File: config.mk
export PLATFORM = sky130hd
export DESIGN_NAME = pipelined_adder_tree
export DESIGN_NICKNAME = d
export VERILOG_FILES = /design/src/rtl/pipelined_adder_tree.sv
export SDC_FILE = /design/constraint.sdc
export NUM_CORES = 1
export LEC_CHECK = 0
export BUFFER_PORTS_ARGS = -buffer_cell sky130_fd_sc_hd__buf_2
export CORE_MARGIN = 2
export CORE_UTILIZATION = 40
export CTS_CLUSTER_SIZE = 16
export DETAILED_ROUTE_END_ITERATION = 10
export PLACE_DENSITY = 0.71
export SYNTH_ARGS = -nofsm -noshare
export SYNTH_HDL_FRONTEND = slang
export SYNTH_SLANG_ARGS = --single-unit
File: constraint.sdc
create_clock -name clk -period 3.05 [get_ports clk]
set_input_delay 0.7625 -clock clk [delete_from_list [all_inputs] [get_ports clk]]
set_output_delay 0.7625 -clock clk [all_outputs]
set_load 0.05 [all_outputs]
File: src/rtl/pipelined_adder_tree.sv
// pipelined_adder_tree
//   Fully registered binary adder tree that reduces N_IN operands of WIDTH bits to one
//   full-precision sum of WIDTH+$clog2(N_IN) bits. There is one register level per tree level.
//   Every level advances together under one global enable, so bubbles are not compressed.
//
// Parameters
//   N_IN    number of operands (>= 2). It need not be a power of two.
//   WIDTH   bits per operand
//   SIGNED  1: two's-complement operands (sign-extended), 0: unsigned (zero-extended)
//
// Ports
//   clk        clock, all state on posedge
//   rst        synchronous active-high reset; clears every valid bit and data register
//   in_valid   in_data carries an operand set
//   in_ready   set accepted this cycle (depends only on out_ready/out_valid)
//   in_data    operand k at bits [k*WIDTH +: WIDTH]
//   out_valid  out_sum holds a finished sum
//   out_ready  downstream takes out_sum this cycle
//   out_sum    exact sum of all operands
//   sum_count  (only with ADDER_TREE_CNT_EN defined) number of output transfers, wraps at 2^32
//
// Optional feature macro: ADDER_TREE_CNT_EN
module pipelined_adder_tree #(
  parameter int unsigned N_IN   = 8,
  parameter int unsigned WIDTH  = 8,
  parameter bit          SIGNED = 1'b0
) (
  input  logic                             clk,
  input  logic                             rst,
  input  logic                             in_valid,
  output logic                             in_ready,
  input  logic [N_IN*WIDTH-1:0]            in_data,
  output logic                             out_valid,
  input  logic                             out_ready,
  output logic [WIDTH+$clog2(N_IN)-1:0]    out_sum
`ifdef ADDER_TREE_CNT_EN
  ,
  output logic [31:0]                      sum_count
`endif
);

  localparam int unsigned LEVELS = $clog2(N_IN);
  localparam int unsigned OUT_W  = WIDTH + LEVELS;

  // Number of partial sums held at tree level s (level 0 = the raw operands).
  function automatic int unsigned level_cnt(input int unsigned s);
    return (N_IN + (32'd1 << s) - 32'd1) >> s;
  endfunction

  logic              w_adv;
  logic [LEVELS-1:0] r_valid;

  // Every tree value, extended to OUT_W per SIGNED. A level reads the low WIDTH+s bits of
  // its predecessor, which is exactly the 1-bit extension of that predecessor.
  logic [OUT_W-1:0]  w_lvl [LEVELS+1][N_IN];

  assign w_adv     = out_ready || !out_valid;
  assign in_ready  = w_adv;
  assign out_valid = r_valid[LEVELS-1];
  assign out_sum   = w_lvl[LEVELS][0];

  always_ff @(posedge clk) begin
    if (rst) begin
      r_valid <= '0;
    end else if (w_adv) begin
      r_valid <= (r_valid << 1) | LEVELS'(in_valid);
    end
  end

  for (genvar k = 0; k < N_IN; k++) begin : g_leaf
    if (SIGNED) begin : g_sx
      assign w_lvl[0][k] = OUT_W'($signed(in_data[k*WIDTH +: WIDTH]));
    end else begin : g_zx
      assign w_lvl[0][k] = OUT_W'(in_data[k*WIDTH +: WIDTH]);
    end
  end

  for (genvar s = 1; s <= LEVELS; s++) begin : g_lvl
    localparam int unsigned W    = WIDTH + s;
    localparam int unsigned CNT  = level_cnt(s);
    localparam int unsigned PCNT = level_cnt(s - 1);

    for (genvar k = 0; k < N_IN; k++) begin : g_node
      if (k < CNT) begin : g_used
        logic [W-1:0] r_data;
        logic [W-1:0] w_next;

        if (2 * k + 1 < PCNT) begin : g_add
          assign w_next = w_lvl[s-1][2*k][W-1:0] + w_lvl[s-1][2*k+1][W-1:0];
        end else begin : g_pass
          // Odd element out: carried forward unchanged, one bit wider.
          assign w_next = w_lvl[s-1][2*k][W-1:0];
        end

        always_ff @(posedge clk) begin
          if (rst) begin
            r_data <= '0;
          end else if (w_adv) begin
            r_data <= w_next;
          end
        end

        if (SIGNED) begin : g_sx
          assign w_lvl[s][k] = OUT_W'($signed(r_data));
        end else begin : g_zx
          assign w_lvl[s][k] = OUT_W'(r_data);
        end
      end else begin : g_unused
        assign w_lvl[s][k] = '0;
      end
    end
  end

`ifdef ADDER_TREE_CNT_EN
  logic [31:0] r_count;

  always_ff @(posedge clk) begin
    if (rst) begin
      r_count <= '0;
    end else if (out_valid && out_ready) begin
      r_count <= r_count + 32'd1;
    end
  end

  assign sum_count = r_count;
`endif

endmodule
After elaboration in Yosys (flattened, before gate mapping)

Cells that the tools add are included.
W data, S select, Z words.

Output and inout port bits: 13
Logic and storage cells: 18
Register bits: 70
Input port bits: 68

Bitwise operators: 1
$add $sub $neg: 7
Reductions and logical operators: 2

Operators by type and width:

| operator           | number |
|---|---|
| $add A8 B8 Y9      | 4 |
| $add A9 B9 Y10     | 2 |
| $add A10 B10 Y11   | 1 |
| $or A3 B1 Y3       | 1 |
| $logic_not A1 Y1   | 1 |
| $logic_or A1 B1 Y1 | 1 |

Depth between registers and ports, before layout

Gate-level depths: netlist of run 1.

Depth after elaboration: 2
Gate-level depth with buffers: 8

Worst setup path before layout of run 1

OpenSTA, ideal clock, no wires.

Path type: input to output
Start point: input port out_ready
End point: output port in_ready
Arrival time: 1672 ps
Required time: 2288 ps
Stages: 4
Slack: 615 ps
Buffers on the path: 2
Path through: nor2b_1 buf_2 inv_2 clkbuf_1

Cells in the longest elaborated chain, start to end: 1

Ends and longest elaborated chain:

| item               | RTL line | text |
|---|---|---|
| from (decl)        | 34       | `input logic out_ready,` |
| $logic_or A1 B1 Y1 | 57       | `assign w_adv = out_ready \|\| !out_valid;` |
| to (decl)          | 31       | `output logic in_ready,` |

No other way between the ends.

Worst setup path in the final report of run 1

Start point: input port in_data[48]
End point: register g_lvl[1].g_node[3].g_used.r_data[6]

Cells in the longest elaborated chain, start to end: 1

Ends and longest elaborated chain:

| item                 | RTL line | text |
|---|---|---|
| from (decl)          | 32       | `input logic [N_IN*WIDTH-1:0] in_data,` |
| $add A8 B8 Y9        | 89       | `assign w_next = w_lvl[s-1][2*k][W-1:0] + w_lvl[s-1][2*k+1][W-1:0];` |
| to (signal assigned) | 99       | `r_data <= w_next;` |
| to (decl)            | 85       | `logic [W-1:0] r_data;` |

No other way between the ends.
A chain may end at the register's enable or synchronous reset.

==> results.tsv, run 1 <==
stage	metric	value	unit
floorplanning	die_area	13100	µm²
logic_synthesis	yosysSeqAreaShare	28.8	%
timing	setup_violations	0	
clocking	clock_latency	0.33	ns
floorplanning	die_w	114	µm
logic_synthesis	syn_nets	716	
logic_synthesis	ys_ff_latch	70	
logic_synthesis	avgSynthCellArea	8.39	µm²
clocking	cts_buffers	9	
clocking	clockBufferDepth	2	
run	cap_violations	0	
global_route	grt_pass1_wl	19400	µm
routing	routedWlPerCell	14.6	µm
routing	wirelength	11600	µm
floorplanning	core	12000	µm²
final_layout	drive_above_1_share	17.7	%
timing	layout_min_cycle_time	2.30	ns
placement	io_buffers	80	
worst_setup_path	worst_setup_path_end_kind	flop	
timing	fin_crit_sh	75.5	%
logic_synthesis	yosysWarnings	0	
clocking	cts.clk_slew.worst_paths	0.06	ns
worst_setup_path	r2r_cells	8	
routing	num_vias	4641	
pwr	power.density	559	nW/µm²
global_route	grt_start_max_net_pins	109	
worst_setup_path	crit_arrival	2.52	ns
hold_path	holdPathStages	2	
pwr	seq_power_share	35.3	%
global_route	antenna_found_initial	0	
pwr	p_int	2.16	mW
clocking	htree_levels	3	
hold_path	holdPathEnd	r_valid[0]	
floorplanning	ios	81	
clocking	cts_root_buffer	clkbuf_16	
timing	finalSetupTns	0	ns
timing	fin_skew	0.00655	ns
hold_path	hp-class	reg -> reg	
routing	via_per_inst	5.82	
worst_setup_path	critical_path_class	in -> reg	
final_layout	area_delta_synth_final	17.5	%
hold_path	hp-start	r_valid[0]	
logic_synthesis	synth_cell_type_count	43	
logic_synthesis	syn_inst	581	
placement	gp_congestion	0.869	
global_route	grt_pass1_vias	4232	
placement	hpwl	8590	µm
clocking	postCtsSetupBuffers	0	
pwr	switching_share	32.6	%
pwr	peakVddDrop	0.296	mV
pwr	clockPowerShare	34.9	%
clocking	cts_num_sinks	70	
worst_setup_path	r2r-start	g_lvl[1].g_node[1].g_used.r_data[0]	
logic_synthesis	synth_edf_count	0	
clocking	cts_resized	0	
timing	slew_viol_final	0	
logic_synthesis	synthArstFlopShare	0	%
timing	max-slew-margin-rel	49.8	%
final_layout	final_common_cell	buf_2	
clocking	cts_tree	done	
global_route	grt_usage	18.0	%
logic_synthesis	synth_top_cell_by_area	dfxtp_1	
routing	first_iter_violations	254	
floorplanning	rows	40	
pwr	p_sw	1.04	mW
outcome	status	complete, no violations	
final_layout	layout_common_cells	80 x buf_2, 70 x dfxtp_1, 60 x ha_1, 59 x nand2_1, 46 x a21oi_1	
clocking	ctsHoldBuffers	0	
pwr	p_leak	2.51	nW
global_route	grt-ovfl-total	0	
routing	drc_errors	0	
timing	hold_viol	0	
final_layout	fillers	1135	
routing	ant_nets	0	
logic_synthesis	yosysTopAreaCellShare	28.8	%
timing	fmax	0.434	GHz
worst_setup_path	r2r-end	g_lvl[2].g_node[0].g_used.r_data[6]	
worst_setup_path	cp-start-kind	primary input	
pwr	p_total	3.20	mW
final_layout	insertedDiodeCount	0	
logic_synthesis	ys.flop_type	dfxtp_1	
routing	first_pass_iters	7	
final_layout	final_nets	781	
worst_setup_path	cp_max_fo	3	
logic_synthesis	synthTopCellsByArea	dfxtp_1 29%, ha_1 15%, a21oi_1 4.7%, a211oi_1 4.6%, nand2_1 4.5%	
logic_synthesis	synthesis.area	4870	µm²
timing	rsz0062_at_grt	false	
worst_setup_path	crit_required	3.26	ns
floorplanning	start_util	40.7	%
timing	worst_pin_slew	0.752	ns
pwr	combPwrFrac	29.8	%
worst_setup_path	ff2ff_setup_slack	0.92	ns
floorplanning	die_h	114	µm
-- stage by stage --
stage	hold WS (ns)	setup slack, ns	instance area (µm²)	utilization [%]	std cells
floorplan	0.432	0.615	4870	-	581
global placement	0.438	0.521	5400	45.1	782
detailed placement	0.445	0.426	5400	45.1	782
CTS	0.453	0.772	5720	47.8	798
global route	0.482	0.579	5720	47.8	798
finish	0.450	0.748	5720	47.8	798
-- worst max-delay path, cell delays in order --
cell	delay, ns
buf_2	0.10
ha_1	0.23
fa_1	0.44
a211oi_1	0.39
nor2_1	0.10
o31ai_1	0.28
or4_1	0.16
nand3_1	0.06
-- Yosys cell counts, drive strengths merged (3+ instances only) --
master and n:
a211o 4, a211oi 30, a21o 16, a21oi 46, a31oi 19, buf 18
clkbuf 13, dfxtp 70, fa 7, ha 60, inv 9, nand2 59
nand3 23, nand3b 3, nand4 7, nor2 40, nor2b 4, nor3 8
nor4b 22, o211ai 6, o21ai 44, o21bai 4, o221ai 4, o31ai 4
or2 8, or3 10, or4 16, xnor2 5, xor2 4
-- power groups by stage --
stage               sequential, mW  clock, mW  combinational [mW]
finish                        1.13       1.12               0.954
global route                  1.15       1.18                1.06
CTS                           1.13       1.14               0.952
detailed placement            1.15          0               0.940
global placement              1.15          0               0.915
floorplan                     1.22          0               0.624
-- layer usage --
| metal | vias up | track usage, % | share of wire, % |
|---|---|---|---|
| met2 | 109 | 30.5 | 49 |
| met5 | - | 0 | 0 |
| met4 | 0 | 6.42 | 1.3 |
| li1 | 2345 | - | - |
| met1 | 2177 | 23.4 | 45 |
| met3 | 10 | 2.65 | 4.5 |
-- worst max-delay path by stage --
stage | to | startpoint
after floorplan | in_ready | out_ready
after global placement | g_lvl[1].g_node[1].g_used.r_data[6] | in_data[16]
after detailed placement | g_lvl[1].g_node[3].g_used.r_data[6] | in_data[48]
after CTS | g_lvl[1].g_node[3].g_used.r_data[6] | in_data[48]
after global routing | g_lvl[1].g_node[3].g_used.r_data[6] | in_data[48]
final | g_lvl[1].g_node[3].g_used.r_data[6] | in_data[48]
-- final cells by class --
class | count | area [µm²] | area share [%]
inverter | 9 | 33.8 | 0.590
clock inverter | 7 | 97.6 | 1.71
tap | 147 | 184 | 3.21
multi-input combinational | 471 | 3310 | 57.8
clock buffer | 9 | 225 | 3.94
sequential | 70 | 1400 | 24.5
timing repair buffer | 85 | 475 | 8.31
-- kinds of logic (layout without fill, tap and decap cells) --
| group | Yosys count | in the layout | share of synthesized area, % |
|---|---|---|---|
| xor gates and xnor gates | 9 | 9 | 1.62 |
| AOI/OAI and AO/OA | 188 | 188 | 24.8 |
| buffers and inverters | 40 | 110 | 3.54 |
| muxes | 2 | 2 | 0.411 |
| and+or+nand+nor | 205 | 205 | 22.6 |
| adders and majority gates | 67 | 67 | 18.3 |
| DFF | 70 | 70 | 28.8 |
-- flip-flops by register name, indices dropped and copies added, names as in the netlist --
register,count
r_valid,3
g_lvl.g_node.g_used.r_data,56
out_sum,11
No activity file was read; power rests on OpenSTA's default activity.
==> run 2: changes to the inputs <==
--- a/config.mk
+++ b/config.mk
@@ -5,12 +5,13 @@
 export SDC_FILE = /design/constraint.sdc
 export NUM_CORES = 1
 export LEC_CHECK = 0
+export ABC_AREA = 1
 export BUFFER_PORTS_ARGS = -buffer_cell sky130_fd_sc_hd__buf_2
 export CORE_MARGIN = 2
 export CORE_UTILIZATION = 40
 export CTS_CLUSTER_SIZE = 16
 export DETAILED_ROUTE_END_ITERATION = 10
-export PLACE_DENSITY = 0.71
+export PLACE_DENSITY = 0.73
 export SYNTH_ARGS = -nofsm -noshare
 export SYNTH_HDL_FRONTEND = slang
 export SYNTH_SLANG_ARGS = --single-unit
==> constraint.sdc (replaced) <==
create_clock -name clk -period 2 [get_ports clk]
set_input_delay 0.5 -clock clk [delete_from_list [all_inputs] [get_ports clk]]
set_output_delay 0.5 -clock clk [all_outputs]
set_load 0.05 [all_outputs]
==> run 2 against run 1 <==
  * Sequential cell count stayed put
  * Clock skew decreased by 0.00083 ns
  * Total power is 56% higher
  * Combinational power up 66%
  * Worst setup slack worse by 0.44 ns
  * Core utilization decreased by 0.22 points
  * Largest power group unchanged
  * Highest routed layer unchanged
==> results.tsv, run 2 <==
stage	metric	value	unit	change
routing	num_vias	4635		was 4,641
global_route	grt_pass1_vias	4065		was 4,232
pwr	seq_power_share	34.5	%	was 35.3%
pwr	combPwrFrac	31.7	%	was 29.8%
floorplanning	start_util	40.6	%	was 40.7%
pwr	switching_share	33.7	%	was 32.6%
timing	fin_skew	0.00572	ns	was 0.00655 ns
floorplanning	die_area	13600	µm²	was 13,100 µm²
worst_setup_path	worst_setup_path_end_kind	flop		unchanged
routing	drc_errors	0		unchanged
clocking	cts_resized	0		unchanged
final_layout	area_delta_synth_final	17.2	%	was 17.5%
clocking	postCtsSetupBuffers	0		unchanged
logic_synthesis	syn_nets	861		was 716
floorplanning	die_h	117	µm	was 114 µm
routing	wirelength	10600	µm	was 11,600 µm
placement	hpwl	7880	µm	was 8590 µm
hold_path	holdPathStages	2		unchanged
placement	io_buffers	80		unchanged
timing	hold_viol	0		unchanged
logic_synthesis	ys.flop_type	dfxtp_1		unchanged
logic_synthesis	syn_inst	726		was 581
logic_synthesis	synthesis.area	5080	µm²	was 4870 µm²
pwr	p_int	3.30	mW	was 2.16 mW
timing	fin_crit_sh	84.5	%	
clocking	cts_num_sinks	70		unchanged
timing	setup_violations	0		unchanged
timing	worst_pin_slew	0.393	ns	was 0.752 ns
logic_synthesis	avgSynthCellArea	7.00	µm²	was 8.39 µm²
pwr	clockPowerShare	33.8	%	was 34.9%
worst_setup_path	r2r-end	g_lvl[2].g_node[0].g_used.r_data[8]		was g_lvl[2].g_node[0].g_used.r_data[6]
pwr	p_leak	3.37	nW	was 2.51 nW
worst_setup_path	critical_path_class	reg -> reg		was in -> reg
final_layout	instances_no_fill	979		was 798
global_route	grt_start_max_net_pins	60		was 109
logic_synthesis	yosysWarnings	0		unchanged
logic_synthesis	synth.cells.most_frequent	144 x nand2_1, 120 x inv_1, 80 x nand3_1		was 70 x dfxtp_1, 60 x ha_1, 59 x nand2_1
worst_setup_path	r2r_cells	9		was 8
pwr	power.density	836	nW/µm²	was 559 nW/µm²
timing	rsz0062_at_grt	false		unchanged
timing	finalSetupTns	0	ns	unchanged
timing	fmax	0.592	GHz	
worst_setup_path	cp_max_fo	3		unchanged
worst_setup_path	ff2ff_setup_slack	0.31	ns	was 0.92 ns
clocking	cts.clk_slew.worst_paths	0.06	ns	about the same
timing	slew_viol_final	0		unchanged
clocking	clockBufferDepth	2		unchanged
worst_setup_path	crit_required	2.23	ns	was 3.26 ns
global_route	grt_pass1_wl	18100	µm	was 19,400 µm
worst_setup_path	cp-start-kind	flop		was primary input
clocking	cts_root_buffer	clkbuf_16		unchanged
run	cap_violations	0		unchanged
final_layout	fillers	1289		was 1,135
timing	layout_min_cycle_time	1.69	ns	
final_layout	insertedDiodeCount	0		unchanged
routing	first_pass_iters	4		was 7
logic_synthesis	synthArstFlopShare	0	%	unchanged
outcome	status	complete, no violations		unchanged
clocking	htree_levels	3		unchanged
clocking	ctsHoldBuffers	0		unchanged
logic_synthesis	yosysTopAreaCellShare	27.6	%	was 28.8%
global_route	antenna_found_initial	0		unchanged
timing	max-slew-margin-rel	73.8	%	was 49.8%
placement	gp_congestion	0.828		was 0.869
routing	via_per_inst	4.73		was 5.82
final_layout	largest_register	g_lvl.g_node.g_used.r_data		unchanged
logic_synthesis	yosysSeqAreaShare	27.6	%	was 28.8%
logic_synthesis	synth_edf_count	0		unchanged
floorplanning	ios	81		unchanged
final_layout	largest_register_ffs	56		unchanged
final_layout	final_common_cell	nand2_1		was buf_2
logic_synthesis	synth_top_cell_by_area	dfxtp_1		unchanged
logic_synthesis	synth_cell_type_count	27		was 43
clocking	clock_latency	0.33	ns	about the same
global_route	grt-ovfl-total	0		unchanged
worst_setup_path	r2r-start	g_lvl[1].g_node[1].g_used.r_data[0]		unchanged
global_route	grt_usage	16.3	%	was 18.0%
logic_synthesis	ys_ff_latch	70		unchanged
routing	first_iter_violations	274		was 254
floorplanning	die_w	117	µm	was 114 µm
worst_setup_path	crit_end	g_lvl[2].g_node[0].g_used.r_data[8]		was g_lvl[1].g_node[3].g_used.r_data[6]
floorplanning	rows	41		was 40
pwr	p_sw	1.68	mW	was 1.04 mW
clocking	cts_buffers	9		unchanged
pwr	peakVddDrop	0.456	mV	was 0.296 mV
clocking	cts_tree	done		unchanged
routing	routedWlPerCell	10.8	µm	was 14.6 µm
final_layout	layout_common_cells	144 x nand2_1, 120 x inv_1, 80 x nand3_1, 80 x buf_2, 70 x dfxtp_1		was 80 x buf_2, 70 x dfxtp_1, 60 x ha_1, 59 x nand2_1, 46 x a21oi_1
worst_setup_path	crit_arrival	1.92	ns	was 2.52 ns
routing	ant_nets	0		unchanged
final_layout	drive_above_1_share	13.3	%	was 17.7%
worst_setup_path	worstSetupStartpoint	g_lvl[1].g_node[1].g_used.r_data[0]		was in_data[48]
placement	dp_cells	963		was 782
floorplanning	core	12500	µm²	was 12,000 µm²
logic_synthesis	synthMostInstantiatedCell	nand2_1		was dfxtp_1
hold_path	hp-class	in -> reg		was reg -> reg
logic_synthesis	synthTopCellsByArea	dfxtp_1 28%, ha_1 15%, nand2_1 11%, inv_1 8.9%, nand3_1 7.9%		was dfxtp_1 29%, ha_1 15%, a21oi_1 4.7%, a211oi_1 4.6%, nand2_1 4.5%
final_layout	final_nets	937		was 781
## run 2: changes by cell type in the layout (fill, tap and decap cells not counted), sizes merged, moves of 10 or more
cell    previous run  this run
inv               10       121
nand2             59       144
nand3             23        80
a211oi            30         3
nor4b             22         0
a31oi             19         0
o21ai             44        63
or4               16         0
a21o              16         1
o21bai             4        14
or3               10         0
xor2               4        14
## run 2: layout make-up
cell class	count	area (µm²)	share of cell area, %
Sequential cell	70	1400	23.5
Clock inverter	6	86.3	1.45
Inverter	121	454	7.62
Tap cell	172	215	3.61
Multi-Input combinational cell	514	3100	52.1
Timing Repair Buffer	86	470	7.89
Clock buffer	10	229	3.84
## run 2: cell families (layout without fill, tap and decap cells)
logic type      count (synthesis)  in the layout  share of synthesized area [%]
simple gates                  283            283                           24.4
compound gates                144            144                           15.7
buf+inv                       142            223                           11.4
xor+xnor                       20             20                           3.44
flops                          70             70                           27.6
fa+ha+maj                      67             67                           17.5
## run 2: metrics by stage
stage / hold slack (ns) / util, % / setup slack (ns) / cell area, µm² / power [mW]
after global routing: 0.340 / 47.6 / 0.158 / 5960 / 5.34
after CTS: 0.341 / 47.6 / 0.291 / 5960 / 5.03
after floorplan: 0.430 / - / 0.132 / 5080 / 2.94
after detailed placement: 0.449 / 45.1 / 0.0654 / 5650 / 3.31
after global placement: 0.439 / 45.1 / 0.0902 / 5650 / 3.30
final: 0.345 / 47.6 / 0.311 / 5960 / 4.98
## run 2: worst min path at each step
stage	from	to	slack, ns
floorplan	r_valid[1]	r_valid[1]	0.43
global placement	r_valid[1]	r_valid[1]	0.44
detailed placement	r_valid[1]	r_valid[1]	0.45
CTS	rst	r_valid[2]	0.34
global route	rst	r_valid[2]	0.34
finish	rst	r_valid[2]	0.34
## run 2: critical path: stages, from the launching register on
cell and delay [ns]:
dfxtp_1 0.33, ha_1 0.15, inv_1 0.07, fa_1 0.41
o21ai_2 0.22, nand2_1 0.09, nand3_1 0.09, nand3_1 0.12
nand2_1 0.08, inv_1 0.03
## run 2: power groups by stage
stage	registers (mW)	logic, mW	clock network, mW
floorplan	1.88	1.06	0
global placement	1.75	1.55	0
detailed placement	1.75	1.57	0
CTS	1.72	1.59	1.72
global route	1.74	1.82	1.78
finish	1.72	1.58	1.68
## run 2: layer usage
layer	part of all wire, %	track usage, %	vias to the layer above
met2	43	25.8	82
li1	-	-	2531
met5	0	0	-
met4	1.4	5.10	0
met3	3.3	3.01	12
met1	53	22.6	2010
==> run 3: changes to the inputs <==
--- a/config.mk
+++ b/config.mk
@@ -5,13 +5,13 @@
 export SDC_FILE = /design/constraint.sdc
 export NUM_CORES = 1
 export LEC_CHECK = 0
-export ABC_AREA = 1
+export ABC_AREA = 0
 export BUFFER_PORTS_ARGS = -buffer_cell sky130_fd_sc_hd__buf_2
 export CORE_MARGIN = 2
 export CORE_UTILIZATION = 40
 export CTS_CLUSTER_SIZE = 16
 export DETAILED_ROUTE_END_ITERATION = 10
-export PLACE_DENSITY = 0.73
+export PLACE_DENSITY = 0.71
 export SYNTH_ARGS = -nofsm -noshare
 export SYNTH_HDL_FRONTEND = slang
 export SYNTH_SLANG_ARGS = --single-unit
==> constraint.sdc (replaced) <==
create_clock -name clk -period 1.74 [get_ports clk]
set_input_delay 0.435 -clock clk [delete_from_list [all_inputs] [get_ports clk]]
set_output_delay 0.435 -clock clk [all_outputs]
set_load 0.05 [all_outputs]
==> run 3 against run 2 <==
  * The flow now finishes with violations (setup timing)
  * Sequential cell count unchanged
  * Sequential power increased by 17%
  * Highest routed layer unchanged
  * Clock-buffer cell count increased by 5
  * Critical path depth increased by 1
  * Sequential share of layout area decreased by 2.1 points
  * Largest cell class unchanged
  * Worst setup slack got worse by 0.50 ns
  * Worst hold slack about the same
==> results.tsv, run 3 (synthesis gave the netlist of run 1 again) <==
stage	metric	value	unit	change
timing	slew_viol_final	0		unchanged
final_layout	final_area	6600	µm²	was 5960 µm²
final_layout	layout_common_cells	80 x buf_2, 80 x buf_4, 62 x dfxtp_1, 58 x nand2_1, 49 x ha_1		was 144 x nand2_1, 120 x inv_1, 80 x nand3_1, 80 x buf_2, 70 x dfxtp_1
placement	io_buffers	80		unchanged
worst_setup_path	crit_arrival	2.18	ns	was 1.92 ns
routing	first_iter_violations	257		was 274
pwr	combPwrFrac	36.5	%	was 31.7%
floorplanning	rows	40		was 41
clocking	ctsHoldBuffers	0		unchanged
global_route	antenna_found_initial	0		unchanged
floorplanning	start_util	40.7	%	was 40.6%
routing	drc_errors	0		unchanged
routing	via_per_inst	5.80		was 4.73
worst_setup_path	cp_max_fo	2		was 3
pwr	switching_share	34.0	%	was 33.7%
pwr	p_sw	1.96	mW	was 1.68 mW
final_layout	area_delta_synth_final	35.4	%	was 17.2%
floorplanning	die_w	114	µm	was 117 µm
timing	hold_viol	0		unchanged
clocking	cts_root_buffer	clkbuf_16		unchanged
clocking	cts_tree	done		unchanged
final_layout	instances_no_fill	878		was 979
worst_setup_path	critical_path_class	reg -> reg		unchanged
timing	fin_skew	0.00374	ns	was 0.00572 ns
routing	wirelength	13600	µm	was 10,600 µm
hold_path	hp-class	in -> reg		unchanged
floorplanning	die_h	114	µm	was 117 µm
pwr	p_leak	2.91	nW	was 3.37 nW
final_layout	insertedDiodeCount	0		unchanged
final_layout	drive_above_1_share	34.3	%	was 13.3%
clocking	cts_num_sinks	70		unchanged
placement	dp_cells	859		was 963
pwr	peakVddDrop	0.394	mV	was 0.456 mV
floorplanning	core	12000	µm²	was 12,500 µm²
clocking	clock_latency	0.34	ns	was 0.33 ns
outcome	violations	setup timing		
global_route	grt_pass1_vias	5078		was 4,065
placement	placed_cell_area	6080	µm²	was 5650 µm²
clocking	htree_levels	3		unchanged
worst_setup_path	cp-start-kind	flop		unchanged
global_route	grt-ovfl-total	0		unchanged
pwr	power.density	876	nW/µm²	was 836 nW/µm²
routing	first_pass_iters	5		was 4
worst_setup_path	worst_setup_path_end_kind	flop		unchanged
timing	setup_violations	6		was 0
pwr	p_int	3.82	mW	was 3.30 mW
clocking	cts.clk_slew.worst_paths	0.05	ns	was 0.06 ns
placement	hpwl	9890	µm	was 7880 µm
timing	max-slew-margin-rel	71.9	%	was 73.8%
timing	rsz0062_at_grt	true		was false
placement	gp_congestion	0.887		was 0.828
timing	layout_min_cycle_time	1.92	ns	was 1.69 ns
timing	fin_crit_sh	111	%	was 84.5%
clocking	clockBufferDepth	2		unchanged
floorplanning	ios	81		unchanged
outcome	status	complete, but fails checks		was complete, no violations
timing	worst_pin_slew	0.416	ns	was 0.393 ns
pwr	seq_power_share	34.7	%	was 34.5%
run	cap_violations	0		unchanged
global_route	grt_start_max_net_pins	64		was 60
routing	num_vias	5094		was 4,635
final_layout	largest_register_ffs	56		unchanged
timing	whs	0.344	ns	was 0.345 ns
timing	setup_ws	-0.185	ns	was 0.311 ns
global_route	grt_pass1_wl	22500	µm	was 18,100 µm
routing	ant_nets	0		unchanged
timing	fmax	0.520	GHz	was 0.592 GHz
floorplanning	die_area	13100	µm²	was 13,600 µm²
worst_setup_path	crit_required	2.00	ns	was 2.23 ns
placement	dp_slack	-0.332	ns	was 0.0654 ns
pwr	clockPowerShare	28.8	%	was 33.8%
global_route	grt_usage	21.0	%	was 16.3%
clocking	cts_buffers	9		unchanged
final_layout	largest_register	g_lvl.g_node.g_used.r_data		unchanged
pwr	p_total	5.78	mW	was 4.98 mW
final_layout	final_nets	861		was 937
routing	routedWlPerCell	15.5	µm	was 10.8 µm
## run 3: cell types whose count changed in the layout (fill, tap and decap cells not counted), sizes merged, moves of 16 or more
cell    change
nor4b      +22
a31oi      +19
nand2      -85
inv       -112
nand3      -57
a211oi     +27
buf        +79
or4        +16
o21ai      -19
## run 3: cell type report
class	count	area, µm²
well taps	147	184
multi-input cells	471	3610
flip-flops and latches	70	1410
inverters	9	33.8
repair buffers	165	1090
clock buffers	15	258
clock inverters	1	5.00
fillers	1073	5370
## run 3: timing repair
action	in CTS	in global routing
endpoints found under the setup margin	9	24
pin swaps	10	17
setup buffers	2	3
gates resized for setup	19	36
## run 3: path summary, 6_finish.rpt
check | start | endpoint | slack (ns) | cells past startpoint
max reg2reg | g_lvl[1].g_node[1].g_used.r_data[0] | g_lvl[2].g_node[0].g_used.r_data[8] | -0.18 | 10
min reg2reg | out_sum[1] | out_sum[1] | 0.45 | 2
min | in_valid | r_valid[0] | 0.34 | 3
max | g_lvl[1].g_node[1].g_used.r_data[0] | g_lvl[2].g_node[0].g_used.r_data[8] | -0.18 | 10
## run 3: critical path, stage by stage (launching register included)
cell and delay, ns:
dfxtp_2 0.33, ha_4 0.17, inv_2 0.05, fa_2 0.18, and2b_1 0.20, o31a_1 0.27
buf_6 0.13, o41ai_4 0.21, buf_4 0.16, nand2_1 0.04, o211ai_1 0.09
## run 3: routing by layer
| layer | global-route usage, % | part of all wire (%) | vias up |
|---|---|---|---|
| met2 | 36.7 | 50 | 148 |
| li1 | - | - | 2498 |
| met3 | 3.92 | 4.9 | 21 |
| met1 | 26.1 | 43 | 2427 |
| met5 | 0 | 0 | - |
| met4 | 6.75 | 2.1 | 0 |
## run 3: power by group through the flow
| stage | logic (mW) | registers [mW] | clock network, mW |
|---|---|---|---|
| final | 2.11 | 2.01 | 1.66 |
| after global routing | 2.32 | 2.03 | 1.75 |
| after CTS | 1.95 | 1.99 | 1.68 |
| after detailed placement | 1.90 | 2.02 | 0 |
| after global placement | 1.84 | 2.01 | 0 |
| after floorplan | 1.11 | 2.14 | 0 |
## run 3: metrics by stage
step                      utilization, %  setup TNS (ns)
after floorplan                        -          -0.447
after global placement              50.8           -3.90
after detailed placement            50.8           -5.03
after CTS                           53.6          -0.358
after global routing                55.1           -1.15
final                               55.1          -0.559
